--- src/rtl/ceas_pkg.sv ---
// rtl/ceas_pkg.sv - shared state encoding and field helpers for the clock controller
package ceas_pkg;

  typedef enum logic [1:0] {
    IDLE    = 2'd0,
    RUN     = 2'd1,
    SET     = 2'd2,
    ALM_SET = 2'd3
  } ceas_state_e;

  localparam int unsigned HI_MAX_DEF = 23;
  localparam int unsigned LO_MAX_DEF = 59;

  // Only the top field (hours) uses a different wrap limit.
  function automatic int unsigned wrap_limit(input logic        is_top,
                                             input int unsigned hi_max,
                                             input int unsigned lo_max);
    return is_top ? hi_max : lo_max;
  endfunction

endpackage

--- src/rtl/sec_pulse_timer.sv ---
// rtl/sec_pulse_timer.sv - holds active high for N tick pulses after a load
module sec_pulse_timer #(
  parameter int unsigned N = 2
) (
  input  logic clk_i,
  input  logic rst_i,
  input  logic load_i,
  input  logic tick_i,
  input  logic clear_i,
  output logic active_o
);

  localparam int unsigned CW = (N < 2) ? 1 : $clog2(N);
  localparam logic [CW-1:0] LAST = CW'(N - 1);

  logic          active_q, active_d;
  logic [CW-1:0] cnt_q, cnt_d;

  // Clear beats load beats tick; a tick in the load cycle is not counted.
  always_comb begin
    active_d = active_q;
    cnt_d    = cnt_q;
    if (clear_i) begin
      active_d = 1'b0;
      cnt_d    = '0;
    end else if (load_i) begin
      active_d = 1'b1;
      cnt_d    = '0;
    end else if (active_q && tick_i) begin
      if (cnt_q == LAST) begin
        active_d = 1'b0;
        cnt_d    = '0;
      end else begin
        cnt_d = cnt_q + CW'(1);
      end
    end
  end

  always_ff @(posedge clk_i or posedge rst_i) begin
    if (rst_i) begin
      active_q <= 1'b0;
      cnt_q    <= '0;
    end else begin
      active_q <= active_d;
      cnt_q    <= cnt_d;
    end
  end

  assign active_o = active_q;

endmodule

--- src/rtl/ceas_control_fsm.sv ---
// rtl/ceas_control_fsm.sv - run/set/alarm-edit controller with alarm register, chime and alarm timers
module ceas_control_fsm
  import ceas_pkg::*;
#(
  parameter int unsigned NUM_FIELDS = 3,
  parameter int unsigned FIELD_W    = 8,
  parameter int unsigned HI_MAX     = HI_MAX_DEF,
  parameter int unsigned LO_MAX     = LO_MAX_DEF,
  parameter int unsigned CHIME_SEC  = 2,
  parameter int unsigned ALARM_SEC  = 60
) (
  input  logic                          clk_i,
  input  logic                          rst_i,
  input  logic                          tick_sec_i,
  input  logic                          btn_start_i,
  input  logic                          btn_set_i,
  input  logic                          btn_alarm_i,
  input  logic                          btn_inc_i,
  input  logic                          alarm_enable_i,
  input  logic [NUM_FIELDS*FIELD_W-1:0] time_in_i,
  output logic                          run_o,
  output logic [NUM_FIELDS-1:0]         inc_en_o,
  output logic [NUM_FIELDS-1:0]         set_field_o,
  output logic                          alarm_edit_o,
  output logic [NUM_FIELDS*FIELD_W-1:0] alarm_value_o,
  output logic                          chime_o,
  output logic                          alarm_o
);

  localparam int unsigned   KW    = (NUM_FIELDS < 2) ? 1 : $clog2(NUM_FIELDS);
  localparam int unsigned   TW    = NUM_FIELDS * FIELD_W;
  localparam logic [KW-1:0] TOP_K = KW'(NUM_FIELDS - 1);

  ceas_state_e           state_q, state_d;
  logic [KW-1:0]         k_q, k_d;
  logic [TW-1:0]         alarm_q, alarm_d;
  logic [NUM_FIELDS-1:0] inc_q, inc_d;
  logic                  lowz_q, match_q;

  logic [NUM_FIELDS-1:0] k_onehot;
  logic [FIELD_W-1:0]    cur_field, field_max, next_field;
  logic                  lowz, match, in_run, in_edit;
  logic                  chime_load, chime_clear, alarm_load, alarm_clear;
  logic                  chime_act, alarm_act;

  always_comb begin
    k_onehot = '0;
    for (int i = 0; i < NUM_FIELDS; i++) begin
      k_onehot[i] = (k_q == KW'(i));
    end
  end

  assign cur_field  = alarm_q[k_q*FIELD_W +: FIELD_W];
  assign field_max  = FIELD_W'(wrap_limit(k_q == TOP_K, HI_MAX, LO_MAX));
  assign next_field = (cur_field >= field_max) ? '0 : cur_field + FIELD_W'(1);

  assign lowz    = (time_in_i[TW-FIELD_W-1:0] == '0);
  assign match   = (time_in_i == alarm_q);
  assign in_run  = (state_q == RUN);
  assign in_edit = (state_q == SET) || (state_q == ALM_SET);

  always_comb begin
    state_d = state_q;
    k_d     = k_q;
    alarm_d = alarm_q;
    inc_d   = '0;
    case (state_q)
      IDLE: begin
        if (btn_start_i) state_d = RUN;
      end
      RUN: begin
        if (btn_set_i) begin
          state_d = SET;
          k_d     = TOP_K;
        end else if (btn_alarm_i) begin
          state_d = ALM_SET;
          k_d     = TOP_K;
        end
      end
      SET: begin
        if (btn_start_i) begin
          state_d = RUN;
        end else if (btn_set_i) begin
          if (k_q == '0) state_d = RUN;
          else           k_d     = k_q - KW'(1);
        end else if (btn_inc_i) begin
          inc_d = k_onehot;
        end
      end
      ALM_SET: begin
        // Seconds of the alarm are never edited, so leave from field 1.
        if (btn_start_i) begin
          state_d = RUN;
        end else if (btn_alarm_i) begin
          if (k_q <= KW'(1)) state_d = RUN;
          else               k_d     = k_q - KW'(1);
        end else if (btn_inc_i) begin
          alarm_d[k_q*FIELD_W +: FIELD_W] = next_field;
        end
      end
      default: state_d = IDLE;
    endcase
  end

  always_ff @(posedge clk_i or posedge rst_i) begin
    if (rst_i) begin
      state_q <= IDLE;
      k_q     <= '0;
      alarm_q <= '0;
      inc_q   <= '0;
      lowz_q  <= 1'b0;
      match_q <= 1'b0;
    end else begin
      state_q <= state_d;
      k_q     <= k_d;
      alarm_q <= alarm_d;
      inc_q   <= inc_d;
      lowz_q  <= lowz;
      match_q <= match;
    end
  end

  // Timers are cleared in the same edge that leaves RUN so they drop together with run.
  assign chime_load  = in_run && lowz && !lowz_q;
  assign chime_clear = (state_d != RUN);
  assign alarm_load  = in_run && alarm_enable_i && match && !match_q;
  assign alarm_clear = (state_d != RUN) || (in_run && btn_inc_i && alarm_act);

  sec_pulse_timer #(.N(CHIME_SEC)) u_chime_timer (
    .clk_i    (clk_i),
    .rst_i    (rst_i),
    .load_i   (chime_load),
    .tick_i   (tick_sec_i),
    .clear_i  (chime_clear),
    .active_o (chime_act)
  );

  sec_pulse_timer #(.N(ALARM_SEC)) u_alarm_timer (
    .clk_i    (clk_i),
    .rst_i    (rst_i),
    .load_i   (alarm_load),
    .tick_i   (tick_sec_i),
    .clear_i  (alarm_clear),
    .active_o (alarm_act)
  );

  always_comb begin
    inc_en_o    = inc_q;
    inc_en_o[0] = inc_q[0] | (in_run & tick_sec_i);
  end

  assign run_o         = in_run;
  assign set_field_o   = in_edit ? k_onehot : '0;
  assign alarm_edit_o  = (state_q == ALM_SET);
  assign alarm_value_o = alarm_q;
  assign chime_o       = chime_act;
  assign alarm_o       = alarm_act;

endmodule
--- config.mk ---
export PLATFORM = sky130hd
export DESIGN_NAME = ceas_control_fsm
export DESIGN_NICKNAME = d
export VERILOG_FILES = /design/src/rtl/ceas_pkg.sv /design/src/rtl/sec_pulse_timer.sv /design/src/rtl/ceas_control_fsm.sv
export SDC_FILE = /design/constraint.sdc
export NUM_CORES = 1
export LEC_CHECK = 0
export CAP_MARGIN = 20
export CORE_AREA = 2 2 85 87
export CTS_CLUSTER_SIZE = 24
export DETAILED_ROUTE_END_ITERATION = 10
export DIE_AREA = 0 0 87 89
export HOLD_SLACK_MARGIN = 0.06
export PLACE_DENSITY = 0.66
export SLEW_MARGIN = 0
export SYNTH_ARGS = -nofsm -noshare
export SYNTH_HDL_FRONTEND = slang
export SYNTH_HIERARCHICAL = 1
export SYNTH_SLANG_ARGS = --single-unit
--- constraint.sdc ---
create_clock -name clk_i -period 4.36 [get_ports clk_i]
set_clock_uncertainty 0.2 [all_clocks]
set_input_delay 0.436 -clock clk_i [delete_from_list [all_inputs] [get_ports clk_i]]
set_output_delay 0.436 -clock clk_i [all_outputs]
set_load 0.05 [all_outputs]
==> reports/qor.yml, run 1 <==
n_antenna_cell: 0
seq_area_um2: 1050
cts.clk_slew.worst_paths_ps: 80
synth_top_family_by_area: "simple AND/OR/NAND/NOR gates"
vias: 2339
drt_pass1_iterations: 4
areaGrowthSynthToFinish_pct: 32.1
drt_iter0_drc: 89
cts-root-buf: "clkbuf_8"
finalMaxSlewViolations: 0
gp_congestion: 0.861
grt_pass1_vias: 2359
grt-ovfl-total: 0
p_per_area_nw_per_um2: 389
cp_data_arrival_time_ps: 2670
met2WireLength_um: 3420
cp-end-kind: "output port"
io_buffers: 65
start_kind: "register"
vias_per_cell: 5.60
reg2reg_setup_slack_ps: 1170
final_common_cell: "clkdlybuf4s50_1"
slew_headroom_pct: 44.8
place_hpwl_um: 5590
multi_input_area_um2: 1540
cts.sink_count: 42
final_cell_mix: "clkdlybuf4s50_1, dfrtp_1, nand2_1"
layout.nets: 378
synth_mux_area_share_pct: 3.43
design.portCount: 66
antenna_found_initial: 0
total_power_mw: 1.37
die_x_um: 87
synth_compound_area_share_pct: 15.7
wl_um: 7420
startpoint: "k_q[1]$_DFFE_PP0P_"
reg2reg_depth: 8
synth_edf_count: 0
rr_startpoint: "k_q[1]$_DFFE_PP0P_"
syn_nets: 309
rows: 30
ys_types: 59
syn-cell-area_um2: 2670
cts_buffers: 5
drt-met1-wl_um: 3400
cts_tree: "done"
syn_avg_cell_area_um2: 9.95
fin_cells: 418
cts_buffer_depth: 2
core_area_um2: 6720
maxCapViolCount: 0
critPathMaxFanout: 20
synth_flop_cell: "dfrtp_1"
irDropWorstVdd_uv: 130
hold_violations: 0
setup_tns_ps: 0
synth-xor-area-share_pct: 8.87
grt_pass1_wl_um: 11700
htreeDepth: 2
ys_warn_count: 6
ant_nets: 0
setup_violations: 0
dpl.cell_count: 409
ctsHoldBuffers: 0
wl_met3_um: 436
drc: 0
async_reset_ff_share_pct: 100
grt_setup_unrepaired: "false"
synth_cells: 268
grt_usage_pct: 19.8
drive_gt1_share_pct: 10.9
hold_class: "primary input to async pin"
cts_post_setup_buffers_inserted: 0
highest_layer: "met4"
die_area_um2: 7740
worstPathRequired_ps: 3720
fin_crit_sh_pct: 75.8
max_freq_mhz: 303
worst_pin_slew_ps: 828
cts_resized: 0
synth.yosys.seq_area_share_pct: 39.4
yosys.area_share.simple_pct: 25.4
die_h_um: 89
reg2reg_to: "alarm_value_o[5]$_DFFE_PP0P_"
clk_latency_ps: 300
grt_max_degree: 26
initial_core_util_pct: 39.7
outcome: "completed"
min_period_ps: 3310
wl_per_cell_um: 17.7
worstSetupPathType: "register to output port"
synth_fa_ha_area_share_pct: 4.22
leakage_nw: 1.51
synth_seq_cells: 42
fill_cells: 626
==> synthesized netlist by cell type, types with 4 or more instances <==
master / n / area share (%)
and2_1: 10 / 2.3
o21ai_1: 4 / 0.75
nand3b_1: 4 / 1.1
dfrtp_1: 42 / 39
mux2i_1: 8 / 3.0
nand2_1: 31 / 4.4
inv_1: 9 / 1.3
o21ai_0: 21 / 3.9
xor2_1: 17 / 5.6
o31ai_1: 4 / 1.1
xnor2_1: 10 / 3.3
a21oi_1: 10 / 1.9
nand3_1: 4 / 0.75
ha_1: 9 / 4.2
nor2_1: 7 / 0.99
nand4_1: 6 / 1.4
nor4_1: 8 / 1.9
==> sequential cells by signal, summed over array words and instances, names as in the netlist <==
signal                  cells
u_chime_timer/active_o      1
u_alarm_timer/active_o      1
u_chime_timer/cnt_q         1
inc_q                       3
lowz_q                      1
k_q                         2
alarm_value_o              24
u_alarm_timer/cnt_q         6
match_q                     1
state_q                     2
==> power breakdown <==
| group | internal, mW | switching, mW | total (mW) |
|---|---|---|---|
| logic | 0.228 | 0.342 | 0.569 |
| registers | 0.414 | 0.0720 | 0.486 |
| clock network | 0.171 | 0.146 | 0.317 |
==> critical path: stages (launching register included) <==
cell and delay (ps):
dfrtp_1 690, inv_1 250, ha_1 340, inv_1 130, nor2_1 140, clkdlybuf4s50_1 820
==> metrics by stage <==
| step | setup slack, ps | hold WS, ps | instance area [µm²] | utilization [%] |
|---|---|---|---|---|
| 3_3_place_gp | 1180 | 334 | 3390 | 50.4 |
| 5_1_grt | 892 | 174 | 3520 | 52.4 |
| 6_report | 1050 | 142 | 3520 | 52.4 |
| 4_1_cts | 1040 | 133 | 3500 | 52.0 |
| 2_1_floorplan | 1570 | -22.8 | 2670 | - |
| 3_5_place_dp | 1100 | 349 | 3390 | 50.4 |
==> layout make-up <==
cell class,count,share of cell area (%)
Clock buffer,6,2.06
Clock inverter,2,1.07
Inverter,9,0.959
Multi-Input combinational cell,211,43.6
Sequential cell,42,29.8
Tap cell,80,2.84
Timing Repair Buffer,68,19.7
==> worst max-delay path by stage <==
stage,to,depth (start not counted)
final,set_field_o[0],5
after detailed placement,u_alarm_timer/cnt_q[5]$_DFFE_PP0P_,9
after floorplan,u_alarm_timer/cnt_q[5]$_DFFE_PP0P_,6
after global routing,set_field_o[0],5
after CTS,set_field_o[0],5
after global placement,u_alarm_timer/cnt_q[5]$_DFFE_PP0P_,9
==> kinds of logic after synthesis <==
kind of cell,count (synthesis)
buffers and inverters,15
muxes,9
AOI/OAI and AO/OA,60
adders and majority gates,9
and+or+nand+nor,106
xor gates and xnor gates,27
DFF,42
==> metal layers <==
| layer | vias to the layer above | global-route usage, % |
|---|---|---|
| li1 | 1105 | - |
| met1 | 1133 | 26.8 |
| met2 | 86 | 31.6 |
| met3 | 15 | 4.25 |
| met4 | 0 | 6.68 |
| met5 | - | 0 |
Power figures use the tool's default switching activity.
==> run 2: changes to the inputs <==
--- a/config.mk
+++ b/config.mk
@@ -11,7 +11,7 @@
 export DETAILED_ROUTE_END_ITERATION = 10
 export DIE_AREA = 0 0 87 89
 export HOLD_SLACK_MARGIN = 0.06
-export PLACE_DENSITY = 0.66
+export PLACE_DENSITY = 0.68
 export SLEW_MARGIN = 0
 export SYNTH_ARGS = -nofsm -noshare
 export SYNTH_HDL_FRONTEND = slang
==> constraint.sdc (replaced) <==
create_clock -name clk_i -period 2.8 [get_ports clk_i]
set_clock_uncertainty 0.2 [all_clocks]
set_input_delay 0.28 -clock clk_i [delete_from_list [all_inputs] [get_ports clk_i]]
set_output_delay 0.28 -clock clk_i [all_outputs]
set_load 0.05 [all_outputs]
==> run 2 against run 1 <==
  * Clock-buffer cell count stayed put
  * Critical path depth increased by 5
  * Total power grew 68%
  * Non-clock buffer count is 27 higher
  * Combinational power is 93% higher
  * Cell area grew 6.9%
  * Largest power group unchanged
  * Highest routed layer unchanged
==> reports/qor.yml, run 2 (synthesis results as in run 1) <==
cpMaxStageDelayCell: "dfrtp_2"
place_hpwl_um: 5870  # +5.0%
cts.clk_slew.worst_paths_ps: 80  # about the same
cts_tree: "done"
slew_headroom_pct: 62.9  # +18 points
vias_per_cell: 5.53  # -1.1%
setup_violations: 0  # unchanged
finalMaxSlewViolations: 0  # unchanged
ant_nets: 0  # unchanged
swShare_pct: 39.6  # -1.2 points
p_per_area_nw_per_um2: 613  # +57%
startpoint: "k_q[1]$_DFFE_PP0P_"
leakage_nw: 1.66  # +9.6%
switching_power_uw: 913  # +63%
combPwrFrac_pct: 47.8  # +6.3 points
die_x_um: 87  # unchanged
design.portCount: 66  # unchanged
grt-ovfl-total: 0  # unchanged
sequentialPowerShare_pct: 30.9  # -4.5 points
pre_cts_slack_ps: -185  # -1280 ps
cp-end-kind: "register"
initial_core_util_pct: 39.7  # unchanged
vias: 2462  # +5.3%
drc: 0  # unchanged
io_buffers: 65  # unchanged
grt_usage_pct: 20.7  # +0.87 points
cp_cell_sequence: "buf_6, nor2b_2, o2bb2ai_2, ha_1, a21oi_1, nor2b_1, o211ai_1, buf_4, nand4_4, o31ai_1"
rr_startpoint: "k_q[1]$_DFFE_PP0P_"
drt_pass1_iterations: 6  # +2
worstPathRequired_ps: 2810  # -910 ps
critPathMaxFanout: 12  # -40%
final_cell_mix: "clkdlybuf4s50_1, dfrtp_1, nand2_1"
irDropWorstVdd_uv: 230  # +77%
grt_max_degree: 34  # +31%
fin_crit_sh_pct: 95.8
hold_class: "register to register"
worstSetupPathType: "register to register"
max_freq_mhz: 373
start_kind: "register"
maxCapViolCount: 0  # unchanged
gp_congestion: 0.877  # +1.9%
grt_pass1_wl_um: 12300  # +4.7%
whs_ps: 367  # +225 ps
worstHoldStart: "u_alarm_timer/cnt_q[5]$_DFFE_PP0P_"
rows: 30  # unchanged
wl_um: 7620  # +2.8%
die_area_um2: 7740  # unchanged
cts.sink_count: 42  # unchanged
hold_violations: 0  # unchanged
layout.nets: 405  # +7.1%
die_h_um: 89  # unchanged
drt_iter0_drc: 62  # -30%
final_common_cell: "clkdlybuf4s50_1"
total_power_mw: 2.31  # +68%
power.internal_mw: 1.40  # +72%
worst_slack_ps: 117  # -938 ps
drive_gt1_share_pct: 18.9  # +8.0 points
cts_buffer_depth: 2  # unchanged
cts-root-buf: "clkbuf_8"
core_area_um2: 6720  # unchanged
antenna_found_initial: 0  # unchanged
outcome: "completed"
worst_pin_slew_ps: 550  # -278 ps
wl_per_cell_um: 17.1  # -3.5%
pwr-share-clk_pct: 21.3  # -1.8 points
largest_reg_flops: 24  # unchanged
setup_tns_ps: 0  # unchanged
grt_pass1_vias: 2537  # +7.5%
areaGrowthSynthToFinish_pct: 41.2
min_period_ps: 2680
cp_data_arrival_time_ps: 2700  # +30 ps
clk_latency_ps: 300  # about the same
cp_slowest_stage_delay_ps: 460  # -360 ps
htreeDepth: 2  # unchanged
n_antenna_cell: 0  # unchanged
cts_buffers: 5  # unchanged
-- run 2: cell type report --
class                      count  area, µm²
clock inverter                 2       37.5
fill                         611       2950
sequential                    42       1050
inverter                       9       33.8
multi-input combinational    211       1570
tap                           80        100
clock buffer                   6       72.6
timing repair buffer          95        900
-- run 2: worst max-delay path: cells and delay by family, from the launching register on --
family                   cells  cell delay (ps)
AND/OR/NAND/NOR              3              500
flip-flops                   1              460
AO/OA/AOI/OAI                4              850
adder cells (fa/ha/maj)      1              250
buffers and inverters        2              340
-- run 2: worst paths after layout --
kind | end | slack, ps | cells past startpoint
max in group asynchronous | k_q[1]$_DFFE_PP0P_ | 1290 | 4
worst min-delay path | u_alarm_timer/cnt_q[5]$_DFFE_PP0P_ | 370 | 2
worst max-delay path | alarm_value_o[21]$_DFFE_PP0P_ | 120 | 10
worst min register to register | u_alarm_timer/cnt_q[5]$_DFFE_PP0P_ | 370 | 2
worst max register to register | alarm_value_o[21]$_DFFE_PP0P_ | 120 | 10
min in group asynchronous | u_chime_timer/active_o$_DFFE_PP0P_ | 540 | 3
-- run 2: timing repair --
| item | CTS | global route |
|---|---|---|
| setup endpoints to repair | 0 | 21 |
| setup buffers | 0 | 3 |
| endpoints found under the hold margin | 2 | 0 |
| hold buffers | 1 | 0 |
| resized for setup | 0 | 7 |
-- run 2: metrics by stage --
| stage | instances | instance area [µm²] | util (%) |
|---|---|---|---|
| 2_1_floorplan | 268 | 2670 | - |
| 3_3_place_gp | 433 | 3580 | 53.3 |
| 3_5_place_dp | 433 | 3580 | 53.3 |
| 4_1_cts | 442 | 3700 | 55.1 |
| 5_1_grt | 445 | 3760 | 56.0 |
| 6_report | 445 | 3760 | 56.0 |
-- run 2: routing by layer --
layer / GRT usage (%) / vias to the layer above / wire length (µm)
li1: - / 1161 / -
met2: 35.3 / 87 / 3690
met3: 4.16 / 9 / 478
met4: 6.39 / 0 / 121
met1: 26.5 / 1205 / 3330
met5: 0 / - / 0
-- run 2: power groups by stage --
stage	clock network, mW	registers, mW	logic, mW
after global routing	0.524	0.720	1.19
after floorplan	0	0.737	0.656
final	0.492	0.714	1.10
after CTS	0.500	0.711	1.06
after detailed placement	0	0.722	1.06
after global placement	0	0.722	1.04
==> run 3: changes to the inputs <==
--- a/config.mk
+++ b/config.mk
@@ -7,10 +7,10 @@
 export LEC_CHECK = 0
 export CAP_MARGIN = 20
 export CORE_AREA = 2 2 85 87
-export CTS_CLUSTER_SIZE = 24
 export DETAILED_ROUTE_END_ITERATION = 10
 export DIE_AREA = 0 0 87 89
-export HOLD_SLACK_MARGIN = 0.06
+export HOLD_SLACK_MARGIN = 0.02
+export MAX_ROUTING_LAYER = met4
 export PLACE_DENSITY = 0.68
 export SLEW_MARGIN = 0
 export SYNTH_ARGS = -nofsm -noshare
==> run 3 against run 2 <==
  * Global-route usage is 0.60 points higher
  * Sequential power hardly changed
  * Wire length is 0.43% lower
==> reports/qor.yml, run 3 (synthesis results as in run 1) <==
outcome: "completed"
io_buffers: 65  # unchanged
initial_core_util_pct: 39.7  # unchanged
cp_slowest_stage_delay_ps: 460  # about the same
grt_usage_pct: 21.3  # +0.60 points
n_antenna_cell: 0  # unchanged
grt_pass1_vias: 2534  # -0.12%
switching_power_uw: 909  # -0.40%
cp_data_arrival_time_ps: 2710  # about the same
setup_violations: 0  # unchanged
areaGrowthSynthToFinish_pct: 41.2  # unchanged
htreeDepth: 2  # unchanged
cp_cell_sequence: "buf_6, nor2b_2, o2bb2ai_2, ha_1, a21oi_1, nor2b_1, o211ai_1, buf_4, nand4_4, o31ai_1"
rows: 30  # unchanged
gp_congestion: 0.892  # +1.7%
hold_path_depth: 2  # unchanged
core_area_um2: 6720  # unchanged
fin_cells: 445  # unchanged
grt_pass1_wl_um: 12300  # unchanged
grt-ovfl-total: 0  # unchanged
utilization_pct: 56.0  # unchanged
hold_violations: 0  # unchanged
critPathBufInv: 2  # unchanged
layout.nets: 405  # unchanged
combPwrFrac_pct: 47.8  # about the same
postPlaceCellArea_um2: 3580  # unchanged
hold_class: "register to register"
design.portCount: 66  # unchanged
drt_iter0_drc: 73  # +18%
worst_pin_slew_ps: 535  # -14.6 ps
die_area_um2: 7740  # unchanged
setup_tns_ps: 0  # unchanged
antenna_found_initial: 0  # unchanged
reg2reg_depth: 10  # unchanged
drive_gt1_share_pct: 18.9  # unchanged
worstPathRequired_ps: 2810  # about the same
critPathMaxFanout: 12  # unchanged
die_x_um: 87  # unchanged
cp_top_family: "compound AO/OA/AOI/OAI gates"
cpMaxStageDelayCell: "dfrtp_2"
final_cell_mix: "clkdlybuf4s50_1, dfrtp_1, nand2_1"
final_common_cell: "clkdlybuf4s50_1"
irDropWorstVdd_uv: 229  # about the same
fin_crit_sh_pct: 96.2  # +0.38 points
min_period_ps: 2690  # +10.5 ps
clk_latency_ps: 300  # about the same
wl_um: 7590  # -0.43%
ant_nets: 0  # unchanged
grt_max_degree: 34  # unchanged
worstSetupPathType: "register to register"
cts_buffer_depth: 2  # unchanged
leakage_nw: 1.66  # unchanged
drt_pass1_iterations: 4  # -2
slew_headroom_pct: 63.9  # +0.99 points
cts_tree: "done"
total_power_mw: 2.30  # -0.16%
finalMaxSlewViolations: 0  # unchanged
power.internal_mw: 1.40  # about the same
max_freq_mhz: 371  # -0.39%
cp-end-kind: "register"
place_hpwl_um: 5870  # unchanged
die_h_um: 89  # unchanged
vias_per_cell: 5.55  # +0.32%
maxCapViolCount: 0  # unchanged
pwr-share-clk_pct: 21.3  # about the same
dpl.cell_count: 433  # unchanged
cts.sink_count: 42  # unchanged
cts-root-buf: "clkbuf_8"
cp_num_cells: 10  # unchanged
p_per_area_nw_per_um2: 612  # -0.16%
start_kind: "register"
vias: 2470  # +0.32%
sequentialPowerShare_pct: 31.0  # about the same
largest_reg_flops: 24  # unchanged
swShare_pct: 39.5  # -0.094 points
finalInstanceArea_um2: 3760  # unchanged
drc: 0  # unchanged
wl_per_cell_um: 17.1  # -0.43%
cts_buffers: 5  # unchanged
cts.clk_slew.worst_paths_ps: 90  # about the same
[run 3: worst reg2reg max path, stage by stage (launching register included)]
cell       delay (ps)
dfrtp_2           460
buf_6             160
nor2b_2           230
o2bb2ai_2         150
ha_1              250
a21oi_1           200
nor2b_1           100
o211ai_1          260
buf_4             180
nand4_4           180
o31ai_1           250
[run 3: through the flow]
step	hold slack (ps)	worst slack, ps
2_1_floorplan	-179	10.7
3_3_place_gp	309	-98.8
3_5_place_dp	308	-185
4_1_cts	367	31.9
5_1_grt	400	-7.81
6_report	366	106
[run 3: layer usage]
metal	routed length [µm]	global-route usage, %	share of wire, %	vias up
met4	123	6.82	1.6	0
met2	3720	35.2	49	87
met3	363	2.86	4.8	10
met5	0	-	0	-
li1	-	-	-	1159
met1	3380	27.1	45	1214
[run 3: final cells by class]
| type | count | area [µm²] |
|---|---|---|
| inverter | 9 | 33.8 |
| clock buffer | 6 | 72.6 |
| sequential | 42 | 1050 |
| multi-input combinational | 211 | 1570 |
| fill | 611 | 2950 |
| timing repair buffer | 95 | 900 |
| tap | 80 | 100 |
| clock inverter | 2 | 37.5 |
[run 3: what timing repair did]
item | in CTS | in global routing
setup endpoints to repair | 0 | 21
hold buffers | 1 | 0
buffers inserted | 0 | 3
resized for setup | 0 | 7
endpoints found under the hold margin | 2 | 0
[run 3: worst paths after layout]
kind | start | to | slack (ps)
min | alarm_value_o[16]$_DFFE_PP0P_ | alarm_value_o[16]$_DFFE_PP0P_ | 370
max in group asynchronous | rst_i | k_q[1]$_DFFE_PP0P_ | 1290
min reg2reg | alarm_value_o[16]$_DFFE_PP0P_ | alarm_value_o[16]$_DFFE_PP0P_ | 370
min in group asynchronous | rst_i | u_chime_timer/active_o$_DFFE_PP0P_ | 540
max | k_q[1]$_DFFE_PP0P_ | alarm_value_o[21]$_DFFE_PP0P_ | 110
max reg2reg | k_q[1]$_DFFE_PP0P_ | alarm_value_o[21]$_DFFE_PP0P_ | 110
[run 3: power groups by stage]
stage	clock, mW	combinational, mW	sequential [mW]
CTS	0.500	1.06	0.711
global placement	0	1.04	0.722
floorplan	0	0.656	0.737
detailed placement	0	1.06	0.722
global route	0.522	1.19	0.720
finish	0.490	1.10	0.713
